**src/rtl/custom_axi_ip_pkg.sv**
```systemverilog
// Shared types and constants for the custom IP core register interface.
package custom_axi_ip_pkg;

  typedef enum logic [1:0] {
    IDLE  = 2'd0,
    BUSY  = 2'd1,
    DONE  = 2'd2,
    ERROR = 2'd3
  } status_e;

  localparam int unsigned AXI_DATA_W = 32;
  localparam int unsigned AXI_STRB_W = AXI_DATA_W / 8;

  localparam logic [3:0] CTRL_OFS    = 4'h0;
  localparam logic [3:0] DATA_IN_OFS = 4'h4;
  localparam logic [3:0] RESULT_OFS  = 4'h8;
  localparam logic [3:0] STATUS_OFS  = 4'hC;

  localparam int unsigned CTRL_START_BIT = 0;
  localparam int unsigned CTRL_CLR_BIT   = 1;

  localparam int unsigned ST_LIVE_LSB = 0;
  localparam int unsigned ST_LIVE_W   = 2;
  localparam int unsigned ST_DONE_BIT = 2;
  localparam int unsigned ST_REJ_BIT  = 3;
  localparam int unsigned ST_CNT_LSB  = 8;
  localparam int unsigned ST_CNT_W    = 8;

  localparam logic [1:0] RESP_OKAY   = 2'b00;
  localparam logic [1:0] RESP_SLVERR = 2'b10;

  typedef struct packed {
    logic [AXI_DATA_W-1:0] data;
    logic [AXI_STRB_W-1:0] strb;
  } w_beat_t;

endpackage

```
**src/rtl/custom_axi_ip_axil_slv.sv**
```systemverilog
// AXI4-Lite slave channel handling: AW/W holding slots, B and R response
// registers, and a simple one-cycle write/read strobe interface.
module custom_axi_ip_axil_slv
  import custom_axi_ip_pkg::*;
#(
  parameter int unsigned ADDR_WIDTH = 8
) (
  input  logic                  clk_i,
  input  logic                  rst_ni,
  input  logic [ADDR_WIDTH-1:0] s_awaddr,
  input  logic                  s_awvalid,
  output logic                  s_awready,
  input  logic [AXI_DATA_W-1:0] s_wdata,
  input  logic [AXI_STRB_W-1:0] s_wstrb,
  input  logic                  s_wvalid,
  output logic                  s_wready,
  output logic [1:0]            s_bresp,
  output logic                  s_bvalid,
  input  logic                  s_bready,
  input  logic [ADDR_WIDTH-1:0] s_araddr,
  input  logic                  s_arvalid,
  output logic                  s_arready,
  output logic [AXI_DATA_W-1:0] s_rdata,
  output logic [1:0]            s_rresp,
  output logic                  s_rvalid,
  input  logic                  s_rready,
  output logic                  wr_en_o,
  output logic [ADDR_WIDTH-1:0] wr_addr_o,
  output logic [AXI_DATA_W-1:0] wr_data_o,
  output logic [AXI_STRB_W-1:0] wr_strb_o,
  input  logic [1:0]            wr_resp_i,
  output logic                  rd_en_o,
  output logic [ADDR_WIDTH-1:0] rd_addr_o,
  input  logic [AXI_DATA_W-1:0] rd_data_i,
  input  logic [1:0]            rd_resp_i
);

  logic                  live_q;
  logic                  aw_full_q, aw_full_d;
  logic [ADDR_WIDTH-1:0] aw_addr_q, aw_addr_d;
  logic                  w_full_q, w_full_d;
  w_beat_t               w_beat_q, w_beat_d;
  logic                  bvalid_q, bvalid_d;
  logic [1:0]            bresp_q, bresp_d;
  logic                  rvalid_q, rvalid_d;
  logic [AXI_DATA_W-1:0] rdata_q, rdata_d;
  logic [1:0]            rresp_q, rresp_d;
  logic                  aw_hs, w_hs;

  // live_q keeps every ready low for the first cycle after reset
  assign s_awready = live_q & ~aw_full_q & ~bvalid_q;
  assign s_wready  = live_q & ~w_full_q & ~bvalid_q;
  assign s_arready = live_q & ~rvalid_q;
  assign aw_hs     = s_awvalid & s_awready;
  assign w_hs      = s_wvalid & s_wready;

  assign wr_en_o   = aw_full_q & w_full_q;
  assign wr_addr_o = aw_addr_q;
  assign wr_data_o = w_beat_q.data;
  assign wr_strb_o = w_beat_q.strb;
  assign rd_en_o   = s_arvalid & s_arready;
  assign rd_addr_o = s_araddr;

  assign s_bvalid = bvalid_q;
  assign s_bresp  = bresp_q;
  assign s_rvalid = rvalid_q;
  assign s_rdata  = rdata_q;
  assign s_rresp  = rresp_q;

  always_comb begin
    aw_full_d = aw_full_q;
    aw_addr_d = aw_addr_q;
    w_full_d  = w_full_q;
    w_beat_d  = w_beat_q;
    bvalid_d  = bvalid_q;
    bresp_d   = bresp_q;
    rvalid_d  = rvalid_q;
    rdata_d   = rdata_q;
    rresp_d   = rresp_q;
    if (aw_hs) begin
      aw_full_d = 1'b1;
      aw_addr_d = s_awaddr;
    end
    if (w_hs) begin
      w_full_d      = 1'b1;
      w_beat_d.data = s_wdata;
      w_beat_d.strb = s_wstrb;
    end
    // commit empties both slots; the B response blocks refilling until it drains
    if (wr_en_o) begin
      aw_full_d = 1'b0;
      w_full_d  = 1'b0;
      bvalid_d  = 1'b1;
      bresp_d   = wr_resp_i;
    end
    if (bvalid_q && s_bready) begin
      bvalid_d = 1'b0;
    end
    if (rd_en_o) begin
      rvalid_d = 1'b1;
      rdata_d  = rd_data_i;
      rresp_d  = rd_resp_i;
    end else if (rvalid_q && s_rready) begin
      rvalid_d = 1'b0;
    end
  end

  always_ff @(posedge clk_i) begin
    if (!rst_ni) begin
      live_q    <= 1'b0;
      aw_full_q <= 1'b0;
      aw_addr_q <= '0;
      w_full_q  <= 1'b0;
      w_beat_q  <= '0;
      bvalid_q  <= 1'b0;
      bresp_q   <= RESP_OKAY;
      rvalid_q  <= 1'b0;
      rdata_q   <= '0;
      rresp_q   <= RESP_OKAY;
    end else begin
      live_q    <= 1'b1;
      aw_full_q <= aw_full_d;
      aw_addr_q <= aw_addr_d;
      w_full_q  <= w_full_d;
      w_beat_q  <= w_beat_d;
      bvalid_q  <= bvalid_d;
      bresp_q   <= bresp_d;
      rvalid_q  <= rvalid_d;
      rdata_q   <= rdata_d;
      rresp_q   <= rresp_d;
    end
  end

endmodule

```
**src/rtl/custom_axi_ip_regif.sv**
```systemverilog
// Register file between the AXI4-Lite bus and the custom IP core:
// DATA_IN/START toward the core, RESULT/STATUS captured back from it.
module custom_axi_ip_regif
  import custom_axi_ip_pkg::*;
#(
  parameter int unsigned ADDR_WIDTH = 8,
  parameter int unsigned DATA_WIDTH = 32
) (
  input  logic                    clk_i,
  input  logic                    rst_ni,
  input  logic [ADDR_WIDTH-1:0]   s_awaddr,
  input  logic                    s_awvalid,
  output logic                    s_awready,
  input  logic [DATA_WIDTH-1:0]   s_wdata,
  input  logic [DATA_WIDTH/8-1:0] s_wstrb,
  input  logic                    s_wvalid,
  output logic                    s_wready,
  output logic [1:0]              s_bresp,
  output logic                    s_bvalid,
  input  logic                    s_bready,
  input  logic [ADDR_WIDTH-1:0]   s_araddr,
  input  logic                    s_arvalid,
  output logic                    s_arready,
  output logic [DATA_WIDTH-1:0]   s_rdata,
  output logic [1:0]              s_rresp,
  output logic                    s_rvalid,
  input  logic                    s_rready,
  output logic [DATA_WIDTH-1:0]   ipreg_data,
  output logic                    enable_in,
  input  logic [DATA_WIDTH-1:0]   ipreg_data_out,
  input  status_e                 status_in
);

  logic                  wr_en, rd_en;
  logic [ADDR_WIDTH-1:0] wr_addr, rd_addr;
  logic [AXI_DATA_W-1:0] wr_data, rd_data_c;
  logic [AXI_STRB_W-1:0] wr_strb;
  logic [1:0]            wr_resp_c, rd_resp_c;
  logic [3:0]            wr_ofs, rd_ofs;
  logic                  wr_mapped, rd_mapped;
  logic                  start_c, clr_c;
  logic [AXI_DATA_W-1:0] status_word;
  logic                  unused_c;

  logic [AXI_DATA_W-1:0] data_in_q, data_in_d;
  logic [AXI_DATA_W-1:0] result_q, result_d;
  logic                  done_q, done_d;
  logic                  rej_q, rej_d;
  logic [ST_CNT_W-1:0]   cnt_q, cnt_d;
  logic                  enable_q, enable_d;
  logic                  pend_q, pend_d;

  custom_axi_ip_axil_slv #(
    .ADDR_WIDTH(ADDR_WIDTH)
  ) u_slv (
    .clk_i     (clk_i),
    .rst_ni    (rst_ni),
    .s_awaddr  (s_awaddr),
    .s_awvalid (s_awvalid),
    .s_awready (s_awready),
    .s_wdata   (s_wdata),
    .s_wstrb   (s_wstrb),
    .s_wvalid  (s_wvalid),
    .s_wready  (s_wready),
    .s_bresp   (s_bresp),
    .s_bvalid  (s_bvalid),
    .s_bready  (s_bready),
    .s_araddr  (s_araddr),
    .s_arvalid (s_arvalid),
    .s_arready (s_arready),
    .s_rdata   (s_rdata),
    .s_rresp   (s_rresp),
    .s_rvalid  (s_rvalid),
    .s_rready  (s_rready),
    .wr_en_o   (wr_en),
    .wr_addr_o (wr_addr),
    .wr_data_o (wr_data),
    .wr_strb_o (wr_strb),
    .wr_resp_i (wr_resp_c),
    .rd_en_o   (rd_en),
    .rd_addr_o (rd_addr),
    .rd_data_i (rd_data_c),
    .rd_resp_i (rd_resp_c)
  );

  assign wr_ofs    = {wr_addr[3:2], 2'b00};
  assign rd_ofs    = {rd_addr[3:2], 2'b00};
  assign wr_mapped = ~|wr_addr[ADDR_WIDTH-1:4];
  assign rd_mapped = ~|rd_addr[ADDR_WIDTH-1:4];
  assign unused_c  = ^{wr_addr[1:0], rd_addr[1:0]};

  assign ipreg_data = data_in_q;
  assign enable_in  = enable_q;

  always_comb begin
    status_word = '0;
    status_word[ST_LIVE_LSB +: ST_LIVE_W] = status_in;
    status_word[ST_DONE_BIT]              = done_q;
    status_word[ST_REJ_BIT]               = rej_q;
    status_word[ST_CNT_LSB +: ST_CNT_W]   = cnt_q;
  end

  // Read mux samples current register values; updates land a cycle later
  always_comb begin
    rd_data_c = '0;
    rd_resp_c = RESP_SLVERR;
    if (rd_mapped) begin
      rd_resp_c = RESP_OKAY;
      case (rd_ofs)
        DATA_IN_OFS: rd_data_c = data_in_q;
        RESULT_OFS:  rd_data_c = result_q;
        STATUS_OFS:  rd_data_c = status_word;
        default:     rd_data_c = '0;
      endcase
    end
  end

  always_comb begin
    data_in_d = data_in_q;
    result_d  = result_q;
    done_d    = done_q;
    rej_d     = rej_q;
    cnt_d     = cnt_q;
    enable_d  = 1'b0;
    pend_d    = pend_q;
    start_c   = 1'b0;
    clr_c     = 1'b0;
    wr_resp_c = RESP_SLVERR;
    if (wr_mapped && (wr_ofs == CTRL_OFS || wr_ofs == DATA_IN_OFS)) begin
      wr_resp_c = RESP_OKAY;
    end
    // a pulse stays outstanding until the core is seen leaving IDLE
    if (status_in != IDLE) begin
      pend_d = 1'b0;
    end
    if (wr_en && wr_resp_c == RESP_OKAY) begin
      if (wr_ofs == DATA_IN_OFS) begin
        for (int unsigned b = 0; b < AXI_STRB_W; b++) begin
          if (wr_strb[b]) begin
            data_in_d[b*8 +: 8] = wr_data[b*8 +: 8];
          end
        end
      end else begin
        start_c = wr_strb[0] & wr_data[CTRL_START_BIT];
        clr_c   = wr_strb[0] & wr_data[CTRL_CLR_BIT];
      end
    end
    if (clr_c) begin
      done_d = 1'b0;
      rej_d  = 1'b0;
      cnt_d  = '0;
    end
    if (start_c) begin
      if (status_in == IDLE && !pend_q) begin
        enable_d = 1'b1;
        pend_d   = 1'b1;
      end else begin
        rej_d = 1'b1;
      end
    end
    // capture is applied after CLR so it wins in a same-cycle collision
    if (status_in == DONE) begin
      result_d = ipreg_data_out;
      done_d   = 1'b1;
      cnt_d    = cnt_d + ST_CNT_W'(1);
    end
  end

  always_ff @(posedge clk_i) begin
    if (!rst_ni) begin
      data_in_q <= '0;
      result_q  <= '0;
      done_q    <= 1'b0;
      rej_q     <= 1'b0;
      cnt_q     <= '0;
      enable_q  <= 1'b0;
      pend_q    <= 1'b0;
    end else begin
      data_in_q <= data_in_d;
      result_q  <= result_d;
      done_q    <= done_d;
      rej_q     <= rej_d;
      cnt_q     <= cnt_d;
      enable_q  <= enable_d;
      pend_q    <= pend_d;
    end
  end

endmodule

```
**config.mk**
```make
export PLATFORM = sky130hd
export DESIGN_NAME = custom_axi_ip_regif
export DESIGN_NICKNAME = d
export VERILOG_FILES = /design/src/rtl/custom_axi_ip_pkg.sv /design/src/rtl/custom_axi_ip_axil_slv.sv /design/src/rtl/custom_axi_ip_regif.sv
export SDC_FILE = /design/constraint.sdc
export NUM_CORES = 1
export LEC_CHECK = 0
export ABC_AREA = 1
export BUFFER_PORTS_ARGS = -buffer_cell sky130_fd_sc_hd__clkbuf_2
export CAP_MARGIN = 10
export CORE_MARGIN = 5
export CORE_UTILIZATION = 40
export CTS_BUF_LIST = sky130_fd_sc_hd__clkbuf_8 sky130_fd_sc_hd__clkbuf_16
export DETAILED_ROUTE_END_ITERATION = 10
export PLACE_DENSITY = 0.63
export SLEW_MARGIN = 20
export SYNTH_ARGS = -nofsm -noshare
export SYNTH_HDL_FRONTEND = slang
export SYNTH_SLANG_ARGS = --single-unit
```
**constraint.sdc**
```tcl
create_clock -name clk_i -period 2.3 [get_ports clk_i]
set_input_delay 0.23 -clock clk_i [delete_from_list [all_inputs] [get_ports clk_i]]
set_output_delay 0.23 -clock clk_i [all_outputs]
set_load 0.005 [all_outputs]
```
==> results.txt <==
- TritonCTS Sinks: ~160
- Buffer and inverter count on the worst path: 4
- Overall power of the completed layout: 6.08 mW
* Hold_buf cts: 1
* TritonCTS clock tree: yes
- Maximum number of pins on one net before global-route repair: between 80 and 90
- Combinational cell fraction of total power: 7.4%
- After detailed placement, the total cell area comes to around 7300 µm².
- Worst setup path startpoint: u_slv.wr_addr_o[3]$_SDFFE_PN0P_
- The number of pins with negative max-slew slack in the final report came to 0.
* Run status: finished, final reports clean
* Worst path top cell family by delay: simple AND/OR/NAND/NOR gates
- Summed over all layers, the global routing overflow is 0.
* Utilization after layout: between 50% and 60%
* Crit Reg-Reg Endpoint: cnt_q[6]$_SDFF_PN0_
* IO buf count: between 150 and 200
* Synth unique cells: 36
* Depth of the most critical reg-to-reg path: 15
- Average wire length per cell after detail routing: ~15 µm
- The total count of hold-check failures in the final report came to 0.
- Design internal power: 4.62 mW
- Vias in the first global route: roughly 5,300
* Worst endpoint required time: ~2600 ps
- On the critical path, the stage with the largest delay is an instance of sky130_fd_sc_hd__dfxtp_1.
- Antenna-violating nets left: 0
- Leakage power total: between 3 and 4 nW
- Unrepaired setup endpoints after global routing: false
- IR analysis of the VDD net gives a maximum drop of between 0.5 and 0.6 mV.
- Initial cell density of the core: about two fifths
- Buffers added to address setup during post-CTS repair amount to 0.
- 167 I/O pins were placed.
* Routed vias: about 5,600
- Ordered list of cells on the worst path: inv_1, nand2_1, nor2_4, nand3_2, buf_4, nand2_1, inv_1, ha_1, inv_1, nor2_1, nand4_2, nor2_1, nand2_1, nand2_1, nor2_1
- Number of instances in the synthesized netlist: approximately 800
- Overall die width: approximately 140 µm
* Most common cell on crit path: sky130_fd_sc_hd__nand2_1
* Worst Hold Launch: ipreg_data_out[29]
- The initial antenna violation count came to 0.
- CORE AREA: around 16,000 µm²
- Clock share of power: a little under half
- The worst setup path is launched from a flip-flop.
- Synthesized cell area: 6370 µm²
* Actual slew at the worst max-slew pin: between 500 and 600 ps
- Proportion of layout cells with a drive suffix above 1: around 27%
* Drt first pass iters: 4
- H-tree depth: 4
- Clock insertion delay at the later pin of the skew report: between 400 and 500 ps
* Total Routing Usage GR: between 10% and 20%
* Final critical path time including I/O delays and setup: between 1500 and 2000 ps
- Longest Clk Path Bufs: 2
* Sequential-to-total area share from yosys stat: between 40% and 50%
- First-pass GRT wire length: 27,800 µm
- Maximum frequency from static timing analysis: a little over 500 MHz
* Type of the most critical hold path: in -> reg
* Std cell rows: 46
- Max-cap viol count: 0
* Maximum fanout count along the critical path: 12
- Each instance of the synthesized netlist takes up on average 7.84 µm².
- Once the clock tree was built, the resizer swapped 0 gates to a different size.
* Average via count per standard cell: between 4 and 5
- After the first detailed-routing iteration, the DRC count stood at around 310.
- Number of storage elements in the synthesis netlist: roughly 160
* Worst Setup Path Type: reg -> reg
- The tree is rooted in a sky130_fd_sc_hd__clkbuf_16.
* Number of warning messages in the yosys log: 0
- In this run the power spent charging and discharging nets is 1.46 mW.
- Area of the die: 18,500 µm²
- Clock-pin slew on the worst setup and hold paths: roughly 60 ps
* Number of antenna repair diodes: 0
- In the routed design, unresolved DRC markers number 0.
- Final period utilization: a little under nine tenths
- Setup-failing EPs final: 0
- Routability Congestion: 0.886
- Data on the critical path arrives at its endpoint at 2270 ps.
- Final wirelength: between 15,000 and 20,000 µm
- In this run the critical register-to-register path is launched from u_slv.wr_addr_o[3]$_SDFFE_PN0P_.
* Skew final: about 8.4 ps
- Slew HR: between 60% and 70%
- Once layout is done, the placed cells without fillers occupy between 7000 and 8000 µm².
- Inserted Clock Buffers: 17
- Along the worst hold path, the cell count comes to 3.
- Floorplan die height: between 100 and 150 µm
- PD cells: roughly 770 nW/µm²
- Hold worst-path end: result_q[29]$_SDFFE_PN0P_
* Setup slack of the worst register-to-register path: roughly 340 ps
* Capturing element type of the critical path: flip-flop
- The wire-length estimate of the detail-placed layout is roughly 13,000 µm.
* Critical path's largest stage delay: around 370 ps
- In this run switching power makes up a little under a quarter of total power.
- For the final routed database, the setup TNS stands at 0 ps.
- In the final design database the tool counted 1,051 nets.
- Fill cells in the final layout number 1,612.
* Proportion of power drawn by flip-flops and latches: 47.4%
- Hold is met by roughly 62 ps.
- Layout-stage area growth over the synthesis result: 24.1%
[tightest hold or removal path, cell delays in order]
cell	delay, ps
sky130_fd_sc_hd__clkbuf_2	70
sky130_fd_sc_hd__o21ai_0	70
sky130_fd_sc_hd__nor2_1	80
[layout by cell type, fill, tap and decap left out, types with 2 or more instances in the layout]
cell type and instances:
sky130_fd_sc_hd__nor2_1 186, sky130_fd_sc_hd__clkbuf_2 160, sky130_fd_sc_hd__dfxtp_1 157, sky130_fd_sc_hd__nand2_1 123, sky130_fd_sc_hd__o21ai_0 82, sky130_fd_sc_hd__inv_1 63, sky130_fd_sc_hd__a21oi_1 50, sky130_fd_sc_hd__a211oi_2 32
sky130_fd_sc_hd__o21ai_1 18, sky130_fd_sc_hd__clkbuf_16 17, sky130_fd_sc_hd__buf_4 12, sky130_fd_sc_hd__nand3_1 8, sky130_fd_sc_hd__o221ai_1 6, sky130_fd_sc_hd__o211ai_1 6, sky130_fd_sc_hd__clkinv_4 5, sky130_fd_sc_hd__nor2_4 4
sky130_fd_sc_hd__nand2_4 4, sky130_fd_sc_hd__clkinvlp_4 4, sky130_fd_sc_hd__inv_2 3, sky130_fd_sc_hd__clkinv_2 3, sky130_fd_sc_hd__nor2_2 2, sky130_fd_sc_hd__nand2_2 2, sky130_fd_sc_hd__nor3_2 2, sky130_fd_sc_hd__o22ai_1 2
sky130_fd_sc_hd__conb_1 2, sky130_fd_sc_hd__bufinv_16 2, sky130_fd_sc_hd__buf_12 2
[flip-flops by register name (all words and copies together) (netlist names), 4 cells and up]
name and cells:
ipreg_data 32, cnt_q 8, u_slv.wr_data_o 32, result_q 32, u_slv.wr_addr_o 6, u_slv.wr_strb_o 4, u_slv.s_rdata 32
[how the worst max path moves through the flow]
stage	to	slack, ps	cells past startpoint
final	cnt_q[6]$_SDFF_PN0_	340	15
after global placement	cnt_q[6]$_SDFF_PN0_	390	15
after CTS	cnt_q[6]$_SDFF_PN0_	350	15
after floorplan	cnt_q[6]$_SDFF_PN0_	560	14
after global routing	cnt_q[6]$_SDFF_PN0_	100	15
after detailed placement	cnt_q[6]$_SDFF_PN0_	370	15
[cells by family (layout without fill, tap and decap cells)]
logic type / Yosys count / after routing / synth area share [%]
other cells: 1 / 2 / 0.0589
fa+ha+maj: 1 / 1 / 0.196
simple gates: 339 / 339 / 22.3
compound gates: 198 / 198 / 20.0
flops: 157 / 157 / 49.3
buf+inv: 117 / 273 / 8.07
[synth_stat cells (all sizes together)]
master,count,area (µm²)
nor2,193,776
dfxtp,157,3140
nand2,129,519
o21ai,100,500
inv,65,244
a21oi,50,250
a211oi,33,408
clkbuf,33,124
buf,18,141
nand3,10,67.6
o211ai,6,45.0
o221ai,6,52.6
nor3,3,25.0
o22ai,2,12.5
or2,2,12.5
clkinv,1,5.00
conb,1,3.75
ha,1,12.5
nand4,1,12.5
nor3b,1,7.51
o21a,1,7.51
[through the flow]
stage	std cells	worst slack, ps
after floorplan	814	562
after global placement	1153	393
after detailed placement	1153	371
after CTS	1186	346
after global routing	1186	97.0
final	1186	340
[power groups by stage]
stage	sequential [mW]	combinational (mW)	clock, mW
final	2.88	0.448	2.75
after global routing	2.89	0.518	2.93
after CTS	2.88	0.455	2.80
after detailed placement	2.94	0.453	0
after global placement	2.94	0.448	0
after floorplan	2.93	0.289	0
[routing by layer]
metal	part of all wire (%)	vias to the layer above	GRT usage, %	wire length (µm)
met4	1.7	0	7.11	302
met5	0	-	0	0
met2	44	150	29.6	7650
met3	6.1	21	4.22	1050
li1	-	2905	-	-
met1	48	2515	26.9	8350
[cell type report]
| class | instances | area (µm²) | share of cell area, % |
|---|---|---|---|
| repair buffers | 175 | 941 | 11.9 |
| well taps | 216 | 270 | 3.42 |
| clock buffers | 18 | 439 | 5.55 |
| clock inverters | 14 | 148 | 1.87 |
| multi-input cells | 540 | 2720 | 34.4 |
| inverters | 66 | 249 | 3.15 |
| flip-flops and latches | 157 | 3140 | 39.8 |
Power figures use the tool's default switching activity.
